**config.mk**
```make
export PLATFORM = sky130hd
export DESIGN_NAME = writeback_stage
export DESIGN_NICKNAME = d
export VERILOG_FILES = /design/src/rtl/writeback_stage.sv
export SDC_FILE = /design/constraint.sdc
export NUM_CORES = 1
export LEC_CHECK = 0
export ABC_CLOCK_PERIOD_IN_PS = 9000
export BUFFER_PORTS_ARGS = -buffer_cell sky130_fd_sc_hd__buf_2
export CAP_MARGIN = 20
export CORE_ASPECT_RATIO = 0.8
export CORE_MARGIN = 1
export CORE_UTILIZATION = 58
export DETAILED_ROUTE_END_ITERATION = 6
export HOLD_SLACK_MARGIN = 0.05
export PLACE_DENSITY_LB_ADDON = 0.1
export SLEW_MARGIN = 25
export SYNTH_ARGS = -nofsm -noshare
export SYNTH_HDL_FRONTEND = slang
export SYNTH_SLANG_ARGS = --single-unit
```
**constraint.sdc**
```tcl
create_clock -name clk -period 9 [get_ports clk]
set_input_delay 1.8 -clock clk [delete_from_list [all_inputs] [get_ports clk]]
set_output_delay 1.8 -clock clk [all_outputs]
set_load 0.1 [all_outputs]
```
**src/rtl/writeback_stage.sv**
```systemverilog
// Writeback: buffers retiring instructions and drives the regfile write port; write strobe is
// combinational from the FIFO head. in_ready drops only when the FIFO is full, and ECALLs stall the head.
module writeback_stage #(
  parameter int FIFO_DEPTH = 2
) (
  input  logic        clk,
  input  logic        reset,
  input  logic        in_valid,
  output logic        in_ready,
  input  logic [4:0]  in_rd,
  input  logic [63:0] in_result,
  input  logic        in_is_load,
  input  logic [2:0]  in_funct3,
  input  logic [63:0] in_load_data,
  input  logic [2:0]  in_addr_low,
  input  logic        in_is_ecall,
  output logic        write_enable,
  output logic [4:0]  write_register,
  output logic [63:0] write_value,
  input  logic        write_ready,
  output logic        ecall,
  input  logic        ecall_done,
  output logic [31:0] retire_count
);

  localparam int PW = $clog2(FIFO_DEPTH);
  localparam logic [PW:0] DEPTH_C = (PW+1)'(FIFO_DEPTH);

  localparam logic [1:0] ST_RUN        = 2'd0;
  localparam logic [1:0] ST_ECALL_WAIT = 2'd1;
  localparam logic [1:0] ST_ECALL_GAP  = 2'd2;

  logic [4:0]    rd_mem  [FIFO_DEPTH];
  logic [63:0]   val_mem [FIFO_DEPTH];
  logic          ec_mem  [FIFO_DEPTH];
  logic [PW-1:0] rd_ptr, wr_ptr;
  logic [PW:0]   count;
  logic [1:0]    state, state_next;

  logic          empty, push, pop, run_write;
  logic [4:0]    head_rd;
  logic [63:0]   head_val;
  logic          head_ec;
  logic [7:0]    ld_b;
  logic [15:0]   ld_h;
  logic [31:0]   ld_w;
  logic [63:0]   enq_val;

  // Narrower accesses ignore the low offset bits, so H/W always land on natural boundaries.
  always_comb begin
    ld_b = in_load_data[{in_addr_low, 3'b000} +: 8];
    ld_h = in_load_data[{in_addr_low[2:1], 4'b0000} +: 16];
    ld_w = in_load_data[{in_addr_low[2], 5'b00000} +: 32];
    enq_val = in_result;
    if (in_is_load) begin
      case (in_funct3)
        3'd0:    enq_val = {{56{ld_b[7]}}, ld_b};
        3'd1:    enq_val = {{48{ld_h[15]}}, ld_h};
        3'd2:    enq_val = {{32{ld_w[31]}}, ld_w};
        3'd4:    enq_val = {56'd0, ld_b};
        3'd5:    enq_val = {48'd0, ld_h};
        3'd6:    enq_val = {32'd0, ld_w};
        default: enq_val = in_load_data;
      endcase
    end
  end

  always_comb begin
    empty     = (count == '0);
    head_rd   = rd_mem[rd_ptr];
    head_val  = val_mem[rd_ptr];
    head_ec   = ec_mem[rd_ptr];
    in_ready  = reset || (count < DEPTH_C);
    push      = in_valid && in_ready && !reset;
    run_write = !reset && (state == ST_RUN) && !empty && !head_ec;
    pop       = !reset && ((run_write && write_ready) ||
                           ((state == ST_ECALL_WAIT) && ecall_done));
    write_enable   = run_write && (head_rd != 5'd0);
    write_register = write_enable ? head_rd : 5'd0;
    write_value    = write_enable ? head_val : 64'd0;

    state_next = state;
    case (state)
      ST_RUN:        if (!empty && head_ec) state_next = ST_ECALL_WAIT;
      ST_ECALL_WAIT: if (ecall_done) state_next = ST_ECALL_GAP;
      ST_ECALL_GAP:  state_next = ST_RUN;
      default:       state_next = ST_RUN;
    endcase
  end

  always_ff @(posedge clk) begin
    if (push) begin
      rd_mem[wr_ptr]  <= in_rd;
      val_mem[wr_ptr] <= enq_val;
      ec_mem[wr_ptr]  <= in_is_ecall;
    end
  end

  always_ff @(posedge clk) begin
    if (reset) begin
      rd_ptr       <= '0;
      wr_ptr       <= '0;
      count        <= '0;
      state        <= ST_RUN;
      ecall        <= 1'b0;
      retire_count <= 32'd0;
    end else begin
      if (push) wr_ptr <= wr_ptr + 1'b1;
      if (pop)  rd_ptr <= rd_ptr + 1'b1;
      case ({push, pop})
        2'b10:   count <= count + 1'b1;
        2'b01:   count <= count - 1'b1;
        default: count <= count;
      endcase
      state <= state_next;
      // Registered so the regfile sees a clean level for the whole wait.
      ecall <= (state_next == ST_ECALL_WAIT);
      if (pop) retire_count <= retire_count + 32'd1;
    end
  end

endmodule
```
==> flow_summary.json <==
{
  "status": "finished clean",
  "use_met3_pct": 9.767,
  "final_nets": 1260,
  "gp_congestion": 0.9197,
  "worstPathArrival_ns": 3.79,
  "crit_start": "reset",
  "grt.total_usage_pct": 32.36,
  "hp-class": "reg -> reg",
  "hold_start": "rd_ptr$_SDFFE_PP0P_",
  "drc_errors": 0,
  "wire_per_inst_um": 20.34,
  "top_usage_layer": "met2",
  "wirelength_mm": 27.38,
  "synth-main-ff-cell": "edfxtp_1",
  "fin_setup_tns_ns": 0,
  "vias_per_cell": 6.034,
  "critPathTopFamily": "buffers and inverters",
  "htreeDepth": 4,
  "worstSetupPathType": "in -> out",
  "syn_nets": 1047,
  "area_delta_synth_final_pct": 20.54,
  "cts_root_buffer": "clkbuf_16",
  "portBuffers": 249,
  "post_cts_resized": 0,
  "syn_area_per_cell_um2": 10.64,
  "io_pins": 250,
  "drtIter0Drc": 899,
  "fp.dieW_um": 145.6,
  "cts_buffer_depth": 2,
  "grt_max_degree": 98,
  "yosys.area.top_type": "edfxtp_1",
  "path_cells": "buf_2 > or2_2 > nor2_1 > nand4_1 > buf_4 > nor2_1 > buf_2",
  "crit_path_max_fanout": 40,
  "required_ns": 7.20,
  "setup_viol": 0,
  "antenna_found_initial": 7,
  "ant_nets": 0,
  "max_freq_mhz": 178.9,
  "synthTopCellsByArea": "edfxtp_1 44%, mux2i_1 9.6%, dfxtp_1 8.4%",
  "yosys_warnings": 0,
  "cts.clk_slew.worst_paths_ns": 0.06,
  "rsz0062_at_grt": "false",
  "grt_use_met2_pct": 48.65,
  "final_cells": 1346,
  "post-dp-hpwl_mm": 19.29,
  "slowest_stage": "buf_2",
  "synth_edf_count": 140,
  "synth_area_um2": 9565,
  "use_met1_pct": 44.77,
  "synth_top_cell_area_share_pct": 43.95,
  "grt_pass1_wl_mm": 40.92,
  "die_area_um2": 17010,
  "clock-sinks": 180,
  "cts-hold-fix-buffers": 0,
  "cp_num_buf_inv": 3,
  "synth-seq-cells": 180,
  "timing.rr.start": "state[1]$_SDFF_PP0_",
  "rows": 41,
  "powerDensity_nw_per_um2": 181.1,
  "grt-ovfl-total": 0,
  "hold_viol_final": 0,
  "max_slew.worst_pin.slew_ns": 1.051,
  "cts_tree": "done",
  "drtPass1Iterations": 7,
  "slew_headroom_pct": 29.93,
  "start_util_pct": 59.96,
  "power_leakage_uw": 0.004462,
  "dp.cells": 1307,
  "synthCells": 899,
  "rrSetupSlack_ns": 6.22,
  "maxCapViolCount": 0,
  "fp.dieH_um": 116.9,
  "core_area_um2": 15950,
  "synth.distinct_cells": 55,
  "postCtsSetupBuffers": 0,
  "fin_crit_sh_pct": 62.11,
  "cts_made_buffers": 17,
  "clock_latency_ns": 0.43,
  "synth-async-reset-ratio_pct": 0,
  "slowest_delay_ns": 0.45,
  "fin_crit_ns": 5.590,
  "yosysSeqAreaShare_pct": 52.32,
  "vias": 8122,
  "critPathLaunchType": "input port",
  "cp-end-kind": "output pin",
  "layout-drive-gt1-share_pct": 30.04,
  "finalMaxSlewViolations": 0,
  "vdd_drop_max_mv": 0.1419,
  "fin_skew_ns": 0.01172,
  "grt_pass1_vias": 7251
}
[worst register-to-register path, delay by kind of cell (launching register included)]
kind                       cells  cell delay [ns]
AOI/OAI and AO/OA              1             0.14
adders and majority gates      1             0.35
DFF                            1             0.33
and+or+nand+nor                4             1.90
[synth_stat cells, drive strengths merged, types with 2 or more instances]
cell type,number
nor2,179
edfxtp,140
mux2i,93
nand2,65
a21oi,51
clkbuf,44
dfxtp,40
o21ai,34
inv,25
xnor2,23
buf,22
o221ai,21
a221oi,17
mux4,17
nand3,16
a211oi,14
mux2,13
nand4,10
and2,8
nand2b,8
a2111oi,7
a22oi,7
or3,6
and4,5
nor2b,3
nor3,3
or2,3
xor2,3
a32o,2
ha,2
nor4,2
o22ai,2
or4,2
[where the power goes]
group | switching (uW) | total (uW) | internal (uW)
Sequential | 14.0 | 957 | 943
Clock | 323 | 736 | 413
Combinational | 279 | 396 | 117
Total | 616 | 2090 | 1470
[placed cells by master, fill, tap and decap left out, types with 3 or more instances in the layout]
master,n
buf_2,249
nor2_1,176
edfxtp_1,140
mux2i_1,92
nand2_1,65
a21oi_1,50
dfxtp_1,39
o21ai_0,34
inv_1,25
xnor2_1,23
o221ai_1,21
mux4_2,17
a221oi_1,17
clkbuf_16,17
nand3_1,16
a211oi_1,14
mux2_2,13
buf_4,10
nand4_1,8
nand2b_1,8
and2_1,7
a22oi_1,7
diode_2,6
or3_1,6
clkinv_4,5
and4_1,4
nor2b_1,3
or2_2,3
xor2_1,3
a2111oi_1,3
[through the flow]
stage	area, um^2	util [%]	power (uW)	hold WS (ns)	worst slack (ns)
final	11530	72.27	2088	0.4661	3.410
after detailed placement	10900	68.35	1362	0.4518	3.417
after global routing	11520	72.21	2152	0.5118	3.228
after global placement	10900	68.34	1357	0.4435	3.523
after CTS	11490	72.00	2085	0.4657	3.410
after floorplan	9565	-	1250	0.4415	2.150
[layer usage]
layer / up-vias / part of all wire (%)
li1: 3736 / -
met1: 3815 / 41
met2: 513 / 44
met3: 54 / 13
met4: 4 / 2.2
met5: - / 0.12
[final timing paths]
path	to	depth (start not counted)
max	write_value[63]	7
min	register	1
max reg2reg	count[1]$_SDFFE_PP0P_	6
min reg2reg	register	1
[sequential cells by signal, indices dropped and copies added (netlist names), named ones only]
| name | count |
|---|---|
| state | 2 |
| rd_ptr | 1 |
| val_mem | 128 |
| rd_mem | 10 |
| ec_mem | 2 |
| retire_count | 32 |
| count | 2 |
| ecall | 1 |
| wr_ptr | 1 |
[cell families (layout without fill, tap and decap cells)]
kind of cell               Yosys count  in the layout  synth area share [%]
AOI/OAI and AO/OA                  164            164                 11.55
xor gates and xnor gates            26             26                 2.381
adders and majority gates            2              2                0.2616
buffers and inverters               91            317                 3.859
DFF                                180            180                 52.32
muxes                              123            123                 15.30
other                                0              6                     0
and+or+nand+nor                    313            313                 14.32
[layout make-up]
cell class	instances	area (um^2)
antenna	6	15.01
clock buffer	18	429.2
clock inverter	14	153.9
fill	1209	4424
inverter	25	93.84
multi-input combinational	628	4212
sequential	180	5009
tap	215	269.0
timing repair buffer	260	1349
No activity file was read; power rests on OpenSTA's default activity.
